<file path="config.mk">
export PLATFORM = sky130hd
export DESIGN_NAME = dgiota_io_ctrl
export DESIGN_NICKNAME = d
export VERILOG_FILES = /design/src/rtl/dgiota_io_pkg.sv /design/src/rtl/dgiota_sync.sv /design/src/rtl/dgiota_io_ctrl.sv
export SDC_FILE = /design/constraint.sdc
export NUM_CORES = 1
export LEC_CHECK = 0
export BUFFER_PORTS_ARGS = -buffer_cell sky130_fd_sc_hd__clkbuf_2
export CAP_MARGIN = 20
export CORE_MARGIN = 2
export CORE_UTILIZATION = 35
export DETAILED_ROUTE_END_ITERATION = 8
export MAX_ROUTING_LAYER = met4
export PLACE_DENSITY = 0.64
export RECOVER_POWER = 100
export SLEW_MARGIN = 10
export SYNTH_ARGS = -nofsm -noshare
export SYNTH_HDL_FRONTEND = slang
export SYNTH_SLANG_ARGS = --single-unit
export TNS_END_PERCENT = 50
</file>
<file path="constraint.sdc">
create_clock -name clk -period 1.7 [get_ports clk]
set_clock_uncertainty 0.15 [all_clocks]
set_input_delay 0.34 -clock clk [delete_from_list [all_inputs] [get_ports clk]]
set_output_delay 0.34 -clock clk [all_outputs]
set_load 0.01 [all_outputs]
</file>
<file path="src/rtl/dgiota_io_pkg.sv">
// Shared types and constants for the dgiota serial pad-configuration block.
// Optional readback of the committed config is enabled with DGIOTA_IO_READBACK_EN.
package dgiota_io_pkg;

    localparam int CFG_BITS = 16;

    localparam logic [4:0] BITCNT_FULL = 5'd16;
    localparam logic [4:0] BITCNT_SAT  = 5'd17;

    typedef enum logic [1:0] {
        ST_IDLE   = 2'd0,
        ST_SHIFT  = 2'd1,
        ST_COMMIT = 2'd2
    } state_e;

    localparam int UO_SDO     = 0;
    localparam int UO_ERR     = 1;
    localparam int UO_BUSY    = 2;
    localparam int UO_TOGGLE  = 3;
    localparam int UO_CNT_LSB = 4;

endpackage

</file>
<file path="src/rtl/dgiota_sync.sv">
// N-flop synchronizer for one asynchronous input bit, with a selectable reset value.
module dgiota_sync #(
    parameter int   N       = 2,
    parameter logic RST_VAL = 1'b0
) (
    input  logic clk,
    input  logic rst_n,
    input  logic d,
    output logic q
);

    logic [N-1:0] ff;

    always_ff @(posedge clk or negedge rst_n) begin
        if (!rst_n) begin
            ff <= {N{RST_VAL}};
        end else begin
            ff <= {ff[N-2:0], d};
        end
    end

    assign q = ff[N-1];

endmodule

</file>
<file path="src/rtl/dgiota_io_ctrl.sv">
// Serial (cs_n/sck/sdi) loader for a 16-bit {oe, out} pad configuration.
// Define DGIOTA_IO_READBACK_EN to shift the previously committed config out on sdo.
module dgiota_io_ctrl
    import dgiota_io_pkg::*;
#(
    parameter int SYNC_STAGES = 2,
    parameter int CFG_BITS    = 16
) (
    input  logic       clk,
    input  logic       rst_n,
    input  logic       ena,
    input  logic [7:0] ui_in,
    input  logic [7:0] uio_in,
    output logic [7:0] uo_out,
    output logic [7:0] uio_out,
    output logic [7:0] uio_oe
);

    localparam logic [1:0] IDLE   = ST_IDLE;
    localparam logic [1:0] SHIFT  = ST_SHIFT;
    localparam logic [1:0] COMMIT = ST_COMMIT;

    logic cs_s, sck_s, sdi_s;
    logic cs_p, sck_p;
    logic cs_fall, cs_rise, sck_rise;

    logic [1:0]          state;
    logic [CFG_BITS-1:0] sr;
    logic [4:0]          bit_cnt;
    logic                err;
    logic                toggle;
    logic                busy;
    logic                sdo;

    dgiota_sync #(.N(SYNC_STAGES), .RST_VAL(1'b1)) u_sync_cs  (.clk(clk), .rst_n(rst_n), .d(ui_in[0]), .q(cs_s));
    dgiota_sync #(.N(SYNC_STAGES), .RST_VAL(1'b0)) u_sync_sck (.clk(clk), .rst_n(rst_n), .d(ui_in[1]), .q(sck_s));
    dgiota_sync #(.N(SYNC_STAGES), .RST_VAL(1'b0)) u_sync_sdi (.clk(clk), .rst_n(rst_n), .d(ui_in[2]), .q(sdi_s));

    // Previous synchronized samples; edges compare these against the current ones.
    always_ff @(posedge clk or negedge rst_n) begin
        if (!rst_n) begin
            cs_p  <= 1'b1;
            sck_p <= 1'b0;
        end else begin
            cs_p  <= cs_s;
            sck_p <= sck_s;
        end
    end

    assign cs_fall  = cs_p & ~cs_s;
    assign cs_rise  = ~cs_p & cs_s;
    assign sck_rise = ~sck_p & sck_s;

    // The config is loaded on the edge that leaves SHIFT, so the pads change one edge
    // after the cs_n rise is seen; COMMIT is the one-cycle busy tail of the frame.
    always_ff @(posedge clk or negedge rst_n) begin
        if (!rst_n) begin
            state   <= IDLE;
            sr      <= '0;
            bit_cnt <= '0;
            err     <= 1'b0;
            toggle  <= 1'b0;
            uio_out <= '0;
            uio_oe  <= '0;
        end else begin
            case (state)
                IDLE: begin
                    if (cs_fall && ena) begin
                        state   <= SHIFT;
                        bit_cnt <= '0;
`ifdef DGIOTA_IO_READBACK_EN
                        sr      <= {uio_oe, uio_out};
`else
                        sr      <= '0;
`endif
                    end
                end
                SHIFT: begin
                    if (cs_rise) begin
                        if (bit_cnt == BITCNT_FULL) begin
                            state             <= COMMIT;
                            {uio_oe, uio_out} <= sr;
                            err               <= 1'b0;
                            toggle            <= ~toggle;
                        end else begin
                            state <= IDLE;
                            err   <= 1'b1;
                        end
                    end else if (sck_rise) begin
                        sr <= {sr[CFG_BITS-2:0], sdi_s};
                        if (bit_cnt != BITCNT_SAT) begin
                            bit_cnt <= bit_cnt + 5'd1;
                        end
                    end
                end
                COMMIT: begin
                    state <= IDLE;
                end
                default: begin
                    state <= IDLE;
                end
            endcase
        end
    end

    assign busy = (state == SHIFT) || (state == COMMIT);

`ifdef DGIOTA_IO_READBACK_EN
    assign sdo = sr[CFG_BITS-1];
`else
    assign sdo = 1'b0;
`endif

    always_comb begin
        uo_out                          = '0;
        uo_out[UO_SDO]                  = sdo;
        uo_out[UO_ERR]                  = err;
        uo_out[UO_BUSY]                 = busy;
        uo_out[UO_TOGGLE]               = toggle;
        uo_out[UO_CNT_LSB+3:UO_CNT_LSB] = bit_cnt[3:0];
    end

    logic unused_inputs;
    assign unused_inputs = &{1'b0, ui_in[7:3], uio_in};

endmodule

</file>
==> impl_metrics.json, run 1 <==
{
  "run_status": "complete, but fails checks",
  "violations": "negative setup slack",
  "drv_cap": 0,
  "grt-ovfl-total": 0,
  "fillers": 505,
  "dpl.hpwl_um": 2480,
  "clk_pin_slew_ps": 90,
  "min_period_ps": 1780,
  "dieArea_sq_um": 6460,
  "drc": 0,
  "fmax_mhz": 562,
  "synth_cell_type_count": 34,
  "cp.required_ps": 1770,
  "peakVddDrop_v": 0.000594,
  "grt_pass1_wl_um": 6390,
  "timing.final.ws_setup_ps": -78.2,
  "rsz0062_at_grt": "true",
  "seq_power_share_pct": 41.2,
  "vias": 1304,
  "drive_above_1_share_pct": 47.7,
  "power.share.clock_pct": 22.0,
  "cts_buffers": 5,
  "worst_ep_arrival_time_ps": 1850,
  "p_int_uw": 2140,
  "power_density_nw_per_um2": 1210,
  "grt_pass1_vias": 1299,
  "track_usage_pct": 13.3,
  "routed_wl_um": 3730,
  "fin_crit_sh_pct": 105,
  "ys_ff_latch": 49,
  "initial_core_util_pct": 36.6,
  "timing.rr.start": "state[1]$_DFFE_PN0P_",
  "die_w_um": 80.4,
  "synthTopCellsByArea": "dfrtp_1 (56%), a22o_1 (7.3%), mux2_4 (5.9%)",
  "place_ws_ps": -229,
  "synth_top_area_cell": "dfrtp_1",
  "io_pins": 43,
  "viasPerCell": 4.81,
  "syn_area_sq_um": 2040,
  "clock-sinks": 49,
  "synthCells": 150,
  "cp_max_fo": 4,
  "end_kind": "flop",
  "grt_start_max_net_pins": 36,
  "portBuffers": 28,
  "crit_path_cell_trace": "inv_4, ha_4, nand3b_1, nand2_4, o21ai_4, or4b_4, o211ai_1",
  "fin_cells": 271,
  "p_comb_share_pct": 36.8,
  "cts_buffer_depth": 2,
  "hold_viol_final": 0,
  "synth.avg_cell_area_sq_um": 13.6,
  "clk_latency_ps": 310,
  "gp_congestion": 0.732,
  "cp_slowest_cell": "or4b_4",
  "crit_family": "simple AND/OR/NAND/NOR gates",
  "leakagePower_uw": 0.00129,
  "first_iter_violations": 84,
  "cts_tree": "built",
  "synth_top_area_share_pct": 56.4,
  "detail_route.wl_per_cell_um": 13.8,
  "core_sq_um": 5570,
  "first_pass_iters": 4,
  "netSwitchingFraction_pct": 33.7,
  "power.switching_uw": 1090,
  "crit_buf_inv": 1,
  "synth_warnings": 0,
  "startpoint_type": "flop",
  "ys_seq_area_share_pct": 60.3,
  "dieHeight_um": 80.4,
  "clockRootBuffer": "clkbuf_8",
  "setup_violations": 21,
  "critPathKind": "flop to flop",
  "ant_nets": 0,
  "critPathMaxStageDelay_ps": 480,
  "areaGrowthSynthToFinish_pct": 30.6,
  "min_path_type": "flop to flop",
  "min-delay-start": "u_sync_sck.ff[0]$_DFF_PN0_",
  "num_rows": 27,
  "post-route-util_pct": 47.8,
  "synth_nets": 175,
  "grt_antenna_before_repair": 0,
  "slew_violations": 0,
  "nets": 223,
  "h-tree-depth": 2,
  "startpoint": "state[1]$_DFFE_PN0P_",
  "place_inst": 256,
  "antenna_cells": 0
}
routing by layer:
metal	track usage, %	wire [um]	vias to the layer above
li1	-	-	620
met1	19.2	1790	651
met2	18.3	1740	26
met3	2.70	112	7
met4	5.59	84	0
met5	-	0	-
power groups by stage:
stage / clock, uW / combinational (uW) / sequential, uW
2_1_floorplan: 0 / 637 / 1360
3_3_place_gp: 0 / 924 / 1340
3_5_place_dp: 0 / 939 / 1350
4_1_cts: 732 / 1110 / 1330
5_1_grt: 786 / 1320 / 1340
6_report: 710 / 1190 / 1330
metrics by stage:
stage / setup TNS (ps) / power, uW / hold WS (ps) / area [sq um]
2_1_floorplan: -951 / 2000 / -106 / 2080
3_3_place_gp: -4390 / 2270 / 140 / 2370
3_5_place_dp: -4510 / 2290 / 138 / 2370
4_1_cts: -488 / 3170 / 211 / 2610
5_1_grt: -2100 / 3450 / 223 / 2670
6_report: -513 / 3220 / 210 / 2670
path summary, 6_finish.rpt:
check / cells past startpoint / to / slack, ps
worst max-delay path: 7 / bit_cnt[4]$_DFFE_PN0P_ / -80
max in group asynchronous: 3 / sr[14]$_DFFE_PN0P_ / 550
worst max register to register: 7 / bit_cnt[4]$_DFFE_PN0P_ / -80
worst min register to register: 0 / u_sync_sck.ff[1]$_DFF_PN0_ / 210
min in group asynchronous: 2 / bit_cnt[3]$_DFFE_PN0P_ / 330
worst min-delay path: 0 / u_sync_sck.ff[1]$_DFF_PN0_ / 210
timing repair:
action | CTS | global route
endpoints found under the hold margin | 14 | 0
hold buffers | 4 | 0
endpoints found under the setup margin | 38 | 39
gates resized for setup | 20 | 7
buffers inserted | 2 | 2
pin swaps | 9 | 8
cell type report:
type,count,area [sq um],share of cell area (%)
timing repair buffer,55,398,14.9
multi-input combinational,81,828,31.1
inverter,6,25.0,0.939
tap,72,90.1,3.38
clock buffer,5,68.8,2.58
clock inverter,3,25.0,0.939
sequential,49,1230,46.2
cell usage in the layout (no fill, tap or decap), types with 4 or more instances in the layout:
cell           netlist  routed
nand3_1              5       5
mux2_4               8      16
clkbuf_8             0       5
a22o_1              17      17
dlygate4sd3_1        0       4
dfrtp_1             46      46
clkbuf_2             0      28
inv_1                6       5
nand2_1              7       6
buf_4                9      18
cell usage after synthesis:
master / n
nor2_2: 1
dfstp_2: 3
nor3b_2: 1
and2_1: 1
inv_1: 6
dfrtp_1: 46
nand3_1: 5
mux2i_1: 2
or4_1: 1
a21boi_1: 1
xor2_1: 1
a22o_1: 17
buf_2: 3
buf_6: 1
clkbuf_1: 1
o211ai_1: 1
or4b_1: 1
mux2_2: 8
nor2_1: 2
a31oi_1: 1
mux2_4: 8
nor2b_1: 2
and3_1: 1
conb_1: 1
nand3b_1: 2
a21o_1: 1
nand2b_1: 2
nand2_1: 7
o21ai_1: 1
a21oi_1: 3
o21ai_0: 3
buf_4: 9
a31oi_2: 1
ha_1: 6
worst reg2reg max path: stages (launching register included):
cell      delay (ps)
dfrtp_1          400
inv_4            110
ha_4             150
nand3b_1         150
nand2_4          120
o21ai_4           70
or4b_4           480
o211ai_1          90
flip-flops by register name, summed over array words and instances, names as in the netlist:
signal,cells
err,1
u_sync_cs.ff,2
cs_p,1
u_sync_sck.ff,2
sr,16
u_sync_sdi.ff,2
state,2
bit_cnt,5
uio_out,8
sck_p,1
uio_oe,8
toggle,1
cells by family (layout without fill, tap and decap cells):
| family | after synthesis | count (layout) | share of synthesized area, % |
|---|---|---|---|
| xor gates and xnor gates | 1 | 1 | 0.429 |
| adders and majority gates | 6 | 6 | 3.68 |
| AOI/OAI and AO/OA | 29 | 29 | 11.0 |
| DFF | 49 | 49 | 60.3 |
| and+or+nand+nor | 26 | 26 | 7.24 |
| muxes | 18 | 18 | 11.3 |
| other | 1 | 1 | 0.184 |
| buffers and inverters | 20 | 69 | 5.89 |
Note: power is estimated with default switching activity, not from simulation.
==> run 2, diff against run 1 <==
CTS_BUF_LIST = sky130_fd_sc_hd__clkbuf_2   (was unset)
CTS_CLUSTER_DIAMETER = 80   (was unset)
PLACE_DENSITY = unset   (was 0.64)
PLACE_DENSITY_LB_ADDON = 0.3   (was unset)
==> run 2 against run 1 <==
Compared with the run above: critical path type unchanged; the run still ends with negative setup slack left; largest power group unchanged; critical path depth did not move; wire length is 11% higher; register-to-register slack worse by 40 ps; global-route usage about the same; maximum frequency is 2.4% lower; highest routed layer unchanged; clock power down 33%; total power is 3.2% lower; count of clock-buffer cells in the layout unchanged.
==> impl_metrics.json, run 2 (synthesized netlist as in run 1, its figures left out) <==
{
  "setup_violations": 39,
  "min_period_ps": 1820,
  "end_kind": "flop",
  "nets": 227,
  "startpoint_type": "flop",
  "areaGrowthSynthToFinish_pct": 30.5,
  "clock-sinks": 49,
  "h-tree-depth": 2,
  "grt_start_max_net_pins": 37,
  "crit_path_cell_trace": "buf_6, ha_4, nand2b_4, nand2_2, o21ai_4, or4b_4, o211ai_1",
  "viasPerCell": 4.78,
  "top_regs": "sr: 16 flops, uio_oe: 8 flops, uio_out: 8 flops",
  "cp_max_fo": 4,
  "timing.final.ws_setup_ps": -121,
  "drc": 0,
  "critPathMaxStageDelay_ps": 490,
  "cts_buffer_depth": 2,
  "slew_violations": 0,
  "vias": 1314,
  "p_comb_share_pct": 42.1,
  "cts_buffers": 5,
  "drv_cap": 0,
  "rsz0062_at_grt": "true",
  "hold_viol_final": 0,
  "dieHeight_um": 80.4,
  "run_status": "complete, but fails checks",
  "io_pins": 43,
  "power.share.clock_pct": 15.4,
  "violations": "negative setup slack",
  "fin_area_sq_um": 2660,
  "dpl.hpwl_um": 2550,
  "power_density_nw_per_um2": 1170,
  "track_usage_pct": 13.3,
  "antenna_cells": 0,
  "first_iter_violations": 65,
  "slew-limit-headroom_pct": 45.7,
  "dieArea_sq_um": 6460,
  "min_path_type": "input port to flop",
  "seq_power_share_pct": 42.5,
  "gp_congestion": 0.740,
  "num_rows": 27,
  "multiInputGateArea_sq_um": 842,
  "largest_reg_flops": 16,
  "worst_ep_arrival_time_ps": 2020,
  "peakVddDrop_v": 0.000551,
  "register_area_sq_um": 1230,
  "drive_above_1_share_pct": 41.4,
  "fmax_mhz": 549,
  "netSwitchingFraction_pct": 34.8,
  "core_sq_um": 5570,
  "clk_pin_slew_ps": 250,
  "final_common_cell": "dfrtp_1",
  "grt_antenna_before_repair": 0,
  "final_cell_mix": "dfrtp_1 (46), clkbuf_1 (19), a22o_1 (17)",
  "fin_crit_sh_pct": 107,
  "first_pass_iters": 4,
  "max_flop_register": "sr",
  "grt_pass1_wl_um": 6630,
  "cp_slowest_cell": "or4b_4",
  "worst_pin_slew_ps": 815,
  "ant_nets": 0,
  "p_int_uw": 2040,
  "routed_wl_um": 4150,
  "die_w_um": 80.4,
  "crit_family": "simple AND/OR/NAND/NOR gates",
  "leakagePower_uw": 0.00124,
  "detail_route.wl_per_cell_um": 15.1,
  "crit_buf_inv": 1,
  "initial_core_util_pct": 36.6,
  "critPathKind": "flop to flop",
  "cp.required_ps": 1900,
  "grt_pass1_vias": 1386,
  "place_area_sq_um": 2360,
  "grt-ovfl-total": 0,
  "power.switching_uw": 1080,
  "clk_latency_ps": 400,
  "total_power_uw": 3120,
  "clockRootBuffer": "clkbuf_2",
  "cts_tree": "built",
  "portBuffers": 28,
  "fillers": 507
}
-- run 2: changes by cell type in the layout (fill, tap and decap cells not counted), moves of 2 or more --
cell / delta
clkbuf_8: -4
inv_2: +2
buf_6: +2
buf_4: -2
inv_1: -2
clkbuf_1: +19
clkbuf_2: -13
-- run 2: power by group through the flow --
stage                     combinational, uW  sequential [uW]  clock [uW]
after global placement                  917             1340           0
after floorplan                         637             1360           0
after CTS                              1220             1320         501
after detailed placement                952             1340           0
after global routing                   1440             1340         553
final                                  1310             1330         479
-- run 2: worst min-delay path, cell delays in order --
cell,delay [ps]
clkbuf_2,90
nand3b_1,130
o21ai_0,100
-- run 2: layout make-up --
class | instances | share of cell area (%)
clock buffer | 5 | 0.939
tap | 72 | 3.38
multi-input combinational | 81 | 31.6
clock inverter | 3 | 0.798
inverter | 6 | 0.939
sequential | 49 | 46.2
timing repair buffer | 59 | 16.2
-- run 2: final timing paths --
kind	from	to	slack, ps	cells after the start
min in group asynchronous	rst_n	state[1]$_DFFE_PN0P_	350	2
worst min-delay path	ena	state[0]$_DFFE_PN0P_	120	3
worst min register to register	u_sync_cs.ff[0]$_DFF_PN1_	u_sync_cs.ff[1]$_DFF_PN1_	230	0
worst max register to register	state[0]$_DFFE_PN0P_	bit_cnt[4]$_DFFE_PN0P_	-120	7
worst max-delay path	state[0]$_DFFE_PN0P_	bit_cnt[4]$_DFFE_PN0P_	-120	7
max in group asynchronous	rst_n	sr[0]$_DFFE_PN0P_	270	3
-- run 2: per-layer routing --
| metal | global-route usage (%) | vias to the layer above | routed length (um) |
|---|---|---|---|
| li1 | - | 620 | - |
| met1 | 18.0 | 669 | 1940 |
| met2 | 20.6 | 23 | 2050 |
| met3 | 2.13 | 2 | 116 |
| met4 | 4.07 | 0 | 34 |
| met5 | - | - | 0 |
-- run 2: stage by stage --
step | util, % | setup TNS [ps] | cells | hold slack, ps | worst slack [ps]
after floorplan | - | -951 | 150 | -106 | -76.4
after global placement | 42.4 | -3910 | 255 | 119 | -206
after detailed placement | 42.4 | -5410 | 255 | 138 | -261
after CTS | 46.6 | -1650 | 269 | 63.0 | -127
after global routing | 47.8 | -4450 | 275 | 81.6 | -198
final | 47.8 | -2000 | 275 | 115 | -121
-- run 2: timing repair --
item | in CTS | in global routing
setup buffers | 2 | 4
resized for setup | 25 | 11
cloned | 0 | 2
pin swaps | 3 | 5
hold buffers | 4 | 0
endpoints found under the hold margin | 17 | 0
setup endpoints to repair | 38 | 38
